[src/rtl/mac_tx_pkg.sv]
// mac_tx_pkg: states and constants shared by the RMII transmit framer and its CRC
package mac_tx_pkg;
    typedef enum logic [2:0] {IDLE, PRE, DATA, FCS, IFG} state_t;
    localparam logic [7:0] PREAMBLE_BYTE = 8'h55;
    localparam logic [7:0] SFD_BYTE = 8'hD5;
    localparam logic [31:0] CRC_POLY_REFL = 32'hEDB88320;
    localparam logic [31:0] CRC_INIT = 32'hFFFFFFFF;
    localparam int FCS_DIBITS = 16;
endpackage

[src/rtl/mac_crc32_d2.sv]
// mac_crc32_d2: reflected CRC-32 advanced by one dibit (bit 0 first) per enabled cycle
module mac_crc32_d2
    import mac_tx_pkg::*;
(
    input  logic        clk,
    input  logic        rst,
    input  logic        clr,
    input  logic        en,
    input  logic [1:0]  d,
    output logic [31:0] crc
);
    logic [31:0] c1, c2;
    always_comb begin
        c1 = (crc >> 1) ^ ((crc[0] ^ d[0]) ? CRC_POLY_REFL : 32'h0);
        c2 = (c1 >> 1) ^ ((c1[0] ^ d[1]) ? CRC_POLY_REFL : 32'h0);
    end
    always_ff @(posedge clk) begin
        if (rst || clr) crc <= CRC_INIT;
        else if (en) crc <= c2;
    end
endmodule

[src/rtl/mac_tx_rmii_framer.sv]
// mac_tx_rmii_framer: byte stream to RMII dibits with preamble/SFD and IFG; FCS appended when MAC_TX_FCS_EN is defined
module mac_tx_rmii_framer
    import mac_tx_pkg::*;
#(
    parameter int PREAMBLE_BYTES = 7,
    parameter int IFG_DIBITS = 48
) (
    input  logic       Iclk,
    input  logic       Irst,
    input  logic [7:0] Itx_data,
    input  logic       Itx_valid,
    input  logic       Itx_last,
    output logic       Otx_ready,
    output logic [1:0] Otxd,
    output logic       Otx_en,
    output logic       Obusy,
    output logic       Ounderrun
);
`ifdef MAC_TX_FCS_EN
    localparam int SW = 32;
    localparam state_t DONE = FCS;
    logic [31:0] crc;
`else
    localparam int SW = 8;
    localparam state_t DONE = IFG;
`endif
    localparam logic [15:0] PRE_END = 16'(4 * (PREAMBLE_BYTES + 1) - 1);
    localparam logic [15:0] FCS_END = 16'(FCS_DIBITS - 1);
    localparam logic [15:0] IFG_END = 16'(IFG_DIBITS - 1);
    state_t state, state_n;
    logic [15:0] cnt, cnt_n;
    logic [SW-1:0] sh, word, fcs_word;
    logic last, load, en_n;
    assign Otx_ready = (state == PRE && cnt == PRE_END) || (state == DATA && cnt[1:0] == 2'd3 && !last);
`ifdef MAC_TX_FCS_EN
    mac_crc32_d2 u_crc (
        .clk(Iclk),
        .rst(Irst),
        .clr(state == IDLE),
        .en (state_n == DATA),
        .d  (word[1:0]),
        .crc(crc)
    );
    assign fcs_word = ~crc;
`else
    assign fcs_word = '0;
`endif
    always_comb begin
        state_n = state;
        case (state)
            IDLE:    state_n = Itx_valid ? PRE : IDLE;
            PRE:     state_n = cnt != PRE_END ? PRE : Itx_valid ? DATA : IFG;
            DATA:    state_n = cnt[1:0] != 2'd3 ? DATA : last ? DONE : Itx_valid ? DATA : IFG;
            FCS:     state_n = cnt == FCS_END ? IFG : FCS;
            IFG:     state_n = cnt == IFG_END ? IDLE : IFG;
            default: state_n = IDLE;
        endcase
        cnt_n = state_n != state ? 16'd0 : cnt + 16'd1;
        // a fresh byte (or the whole FCS word) enters the shifter on phase entry and byte boundaries
        load = state_n != state || (cnt_n[1:0] == 2'd0 && state_n != FCS);
        word = !load ? sh
             : state_n == PRE ? SW'(cnt_n[15:2] < 14'(PREAMBLE_BYTES) ? PREAMBLE_BYTE : SFD_BYTE)
             : state_n == DATA ? SW'(Itx_data)
             : state_n == FCS ? fcs_word
             : '0;
        en_n = state_n == PRE || state_n == DATA || state_n == FCS;
    end
    always_ff @(posedge Iclk) begin
        if (Irst) begin
            state <= IDLE;
            cnt <= '0;
            sh <= '0;
            last <= 1'b0;
            Otxd <= 2'b00;
            Otx_en <= 1'b0;
            Obusy <= 1'b0;
            Ounderrun <= 1'b0;
        end else begin
            state <= state_n;
            cnt <= cnt_n;
            sh <= word >> 2;
            if (state_n == DATA && load) last <= Itx_last;
            Otx_en <= en_n;
            Otxd <= en_n ? word[1:0] : 2'b00;
            Obusy <= state_n != IDLE;
            Ounderrun <= Otx_ready && !Itx_valid;
        end
    end
endmodule

[config.mk]
export PLATFORM = sky130hd
export DESIGN_NAME = mac_tx_rmii_framer
export DESIGN_NICKNAME = d
export VERILOG_FILES = /design/src/rtl/mac_tx_pkg.sv /design/src/rtl/mac_crc32_d2.sv /design/src/rtl/mac_tx_rmii_framer.sv
export SDC_FILE = /design/constraint.sdc
export NUM_CORES = 1
export LEC_CHECK = 0
export ABC_AREA = 1
export BUFFER_PORTS_ARGS = -buffer_cell sky130_fd_sc_hd__buf_2
export CORE_MARGIN = 3
export CORE_UTILIZATION = 60
export CTS_BUF_LIST = sky130_fd_sc_hd__clkbuf_4
export DETAILED_ROUTE_END_ITERATION = 16
export PLACE_DENSITY = 0.82
export SLEW_MARGIN = 20
export SYNTH_ARGS = -nofsm -noshare
export SYNTH_HDL_FRONTEND = slang
export SYNTH_SLANG_ARGS = --single-unit
[constraint.sdc]
create_clock -name Iclk -period 2.4 [get_ports Iclk]
set_input_delay 0.24 -clock Iclk [delete_from_list [all_inputs] [get_ports Iclk]]
set_output_delay 0.24 -clock Iclk [all_outputs]
set_load 0.05 [all_outputs]
After elaboration in Yosys (flattened, before gate mapping)
Index checks and enable logic that the tools add are counted.

Add/subtract/negate cells: 1. Magnitude comparators: 1. Eq/ne operators: 15. Multiplexer cells: 13. Bitwise logic cells: 1. Reductions and logical operators: 16.

Operators with widths (number): $mux W8 (4); $mux W3 (6); $add A16 B1 Y16 const B (1); $eq A16 B4 Y1 const B (1); $eq A16 B5 Y1 const B (1); $eq A16 B6 Y1 const B (1); $mux W16 (1); $ne A16 B5 Y1 const B (1); $pmux W3 S5 (1); $lt A14 B3 Y1 const B (1); $eq A3 B2 Y1 const B (4); $eq A3 B1 Y1 const B (2); $logic_and A1 B1 Y1 (6); $logic_or A1 B1 Y1 (4); $eq A3 B3 Y1 const B (1); $logic_not A3 Y1 (1); $ne A3 B2 Y1 const B (1); $ne A3 B3 Y1 (1); $reduce_bool A3 Y1 (1); $eq A2 B2 Y1 const B (1); $logic_not A1 Y1 (2); $logic_not A2 Y1 (1); $ne A2 B2 Y1 const B (1); $reduce_or A2 Y1 (1); 2 further kinds (2).

Bits in registers: 33. Output and inout bits: 6. Logic and storage cells: 56.

Longest topological paths before layout
Depth after elaboration: 10. Mapped depth: 13. Mapped depth without buffers: 13.

Worst setup path before layout
OpenSTA, ideal clock, no wires.

Path kind: register -> register. Start: register cnt[0]. End: register Ounderrun. Arrival time: 2.310 ns. Required time: 2.330 ns. Setup slack: 0.020 ns. Stages on the path, launching flop included: 6. Path buffers: 0. Clock period less this slack: 2.380 ns. Cell sequence: dfxtp_1 ha_1 inv_1 o32ai_1 nand2_1 nor2_1.

Word-level cells in the longest chain between the ends: 5. Elaborated cells between the ends (all ways): 7. Those cells by class: 2 x eq/ne; 5 x reduce/logical.

RTL lines: start: declaration (RTL line mac_tx_rmii_framer.sv:31) `logic [15:0] cnt, cnt_n;`; start signal: assignment (RTL line mac_tx_rmii_framer.sv:80) `cnt <= cnt_n;`; parallel branches: the longest is 3 deep, another holds $eq A16 B5 Y1; $logic_or A1 B1 Y1 * (RTL line mac_tx_rmii_framer.sv:34) `assign Otx_ready = (state == PRE && cnt == PRE_END) || (state == DATA && cnt[1:0] == 2'd3 && !last);`; net Otx_ready (RTL line mac_tx_rmii_framer.sv:13) `output logic Otx_ready,`; $logic_and A1 B1 Y1 * (RTL line mac_tx_rmii_framer.sv:86) `Ounderrun <= Otx_ready && !Itx_valid;`; end signal: assignment (RTL line mac_tx_rmii_framer.sv:86); end: declaration (RTL line mac_tx_rmii_framer.sv:17) `output logic Ounderrun`.

Mark *: on every way through the listed nets, which the timed path passes. A chain may end at the register's enable or synchronous reset.

Worst setup path after layout
Start: register cnt[0]. End: register cnt[3].

Word-level cells in the longest chain between the ends: 5. Elaborated cells between the ends (all ways): 12. Those cells by class: 1 x add/sub; 5 x eq/ne; 6 x mux.

RTL lines: $eq A16 B4 Y1, or another cell as far along (RTL line mac_tx_rmii_framer.sv:54) `FCS: state_n = cnt == FCS_END ? IFG : FCS;`; $mux W3, on equally long branches; $pmux W3 S5 (RTL line mac_tx_rmii_framer.sv:50) `case (state)`; $ne A3 B3 Y1 (RTL line mac_tx_rmii_framer.sv:58) `cnt_n = state_n != state ? 16'd0 : cnt + 16'd1;`; $mux W16 * (RTL line mac_tx_rmii_framer.sv:58).

Every way passes the cells marked *; elsewhere a longest branch is shown, timed or not.

==> metrics <==
outcome completed; vias 1543; max cap viols 0; Mapped Avg Cell Area 6.89 um^2; Clk Tree Root Cell clkbuf_4; Post-DRT Antenna Nets 0; post-CTS setup buffers 0; FILL cells 222; Crit Path Class flip-flop to flip-flop; cell internal pwr 0.777 mW; switch share 25.8%; leading cell type in the layout, fill and taps excluded nand2_1; # clock sinks 31; most frequent cells in the layout nand2_1, inv_1, nor2_1; Setup Viol. Count Final 0; clock latency at the later pin of the worst-skew pair 0.33 ns; Worst EP arrival 2.39 ns; GRT Overall Usage 21.7%; final hold vios 0; Yosys cell types 29; skew final 0.0126 ns; Setup crit end kind flip-flop; Final nets 277; initial antenna violation count 0; Syn Std Cell Area 0.00166 mm^2; Vias/cell 5.23; P_sw 0.271 mW; grt total ovfl 0; core area 0.00254 mm^2; simple logic cell fraction of the synthesized area 40.6%; Detailed Place HPWL 2.44 mm; Die Y 58.6 um; Initial Utilization 65.3%; CTS max path bufs 2; VDD IR max 0.477 mV; CTS tree done; Area Growth Syn to Fin 10.4%; mux cell area share after synthesis 0%; DR DRC count 0; Slew Limit Fails 0; xor and xnor area share after synthesis 3.69%; Core Rows 18; compound-cell area share of the yosys netlist 7.00%; CTS Hold Bufs 0; first-pass iteration count of the detailed router 4; WL per Instance 11.2 um; ranking of synthesized cells by area dfxtp_1, nand2_1, inv_1; max_slew headroom 75.3%; measured slew at the worst slew-check pin 0.367 ns; Sum Neg Setup Slack 0 ns; Worst Path Max Fanout 16; # diodes 0; Syn Inst Count 241; cts repair resizes 0; LEAKAGE 0.811 nW; Tmin final 2.12 ns; first-pass GRT wire length 5.68 mm; PortBufs 17; Synth top area share 37.3%; vias in the first global route 1401; layout cell share with drive strength beyond 1 18.1%; die width 58.6 um; Synth Area in Adders 0.753%; FMAX 471 MHz; CP Launch Type flip-flop; EDFF count, synth 0; worst min-delay path class primary input to flip-flop; RSZ-0062 raised after global routing false; Syn Nets 254; sequential share of the synthesized area 37.3%; Post-Route WL 3.30 mm; Post-synth ARST share 0%; die area 0.00344 mm^2; Final Total Pwr 1.05 mW; main combinational cell family by area after synthesis simple AND/OR/NAND/NOR gates; 1st-iter DRT viols 60; ys flop type dfxtp_1; #FFs+latches synth 31; Ys Warns 0; H-tree lvl count 2; part of the cycle the worst path needs 88.4%; I/O Pins 18; Seq pwr share 50.9%; Final GP Congestion 0.984; Pwr Density 571 mW/mm^2; Clock Power Share 37.8%; Logic pwr share 11.3%; Synth area leader dfxtp_1; CTS Buf Count 5; pin count of the biggest net entering global routing 17; CTS clk-pin slew, worst paths 0.10 ns; worst path required time 2.66 ns
## cells by family after synthesis
group	Yosys count
AND/OR/NAND/NOR	145
buffers and inverters	39
XOR/XNOR	7
adder cells (fa/ha/maj)	1
AO/OA/AOI/OAI	18
flip-flops	31
## power groups by stage
| stage | logic [mW] | clock network (mW) | registers, mW |
|---|---|---|---|
| CTS | 0.118 | 0.403 | 0.533 |
| detailed placement | 0.118 | 0 | 0.545 |
| global route | 0.131 | 0.425 | 0.535 |
| finish | 0.118 | 0.397 | 0.533 |
| floorplan | 0.0793 | 0 | 0.562 |
| global placement | 0.118 | 0 | 0.545 |
## stage by stage
stage	instances	instance area, um^2	util, %	hold WS [ns]	setup slack (ns)
floorplan	241	1660	-	0.386	0.0204
global placement	287	1760	69.1	0.451	0.355
detailed placement	287	1760	69.1	0.455	0.332
CTS	295	1830	72.1	0.148	0.267
global route	295	1830	72.1	0.157	0.0765
finish	295	1830	72.1	0.157	0.277
## synthesized netlist by cell type, types with 2 or more instances
cell type	instances
xor2_1	4
nand3_2	2
inv_2	2
nand2_1	57
nor2_1	34
a21oi_1	11
xnor2_1	3
nand3_1	22
nand4_1	7
dfxtp_1	31
nor2_2	13
nor3_1	4
o21ai_0	2
inv_1	34
## final cells by class
type	count	area (um^2)	area share, %
multi-input combinational	171	865	47.1
tap	30	37.5	2.05
clock inverter	3	38.8	2.11
inverter	36	135	7.37
timing repair buffer	19	100	5.46
clock buffer	5	37.5	2.05
sequential	31	621	33.8
## routing by layer
layer	share of wire (%)	global-route usage (%)	wire, um	vias up
met2	44	36.2	1450	49
li1	-	-	-	803
met5	0	0	0	-
met3	6.2	6.14	206	12
met1	47	26.5	1560	679
met4	2.4	8.09	78	0
## flip-flops by register name (all words and copies together), names as in the netlist
name and cells:
last 1, Obusy 1, sh 6, Otx_en 1, state 3, cnt 16, Otxd 2, Ounderrun 1
## path summary, 6_finish.rpt
check | startpoint | end | slack (ns) | depth (start not counted)
worst max-delay path | cnt[0] | cnt[3] | 0.28 | 11
worst max register to register | cnt[0] | cnt[3] | 0.28 | 11
worst min register to register | sh[4] | sh[2] | 0.46 | 2
worst min-delay path | Itx_data[6] | sh[4] | 0.16 | 3
## worst max-delay path, cell delays in order, from the launching register on
cell	delay [ns]
dfxtp_1	0.32
ha_1	0.27
nand3_2	0.13
nor2_2	0.05
nand2_2	0.13
nand2_1	0.10
nand2_1	0.12
o21ai_1	0.07
nor2_1	0.18
and2_1	0.39
nand2_8	0.18
nor2_1	0.12
No activity file was read; power rests on OpenSTA's default activity.
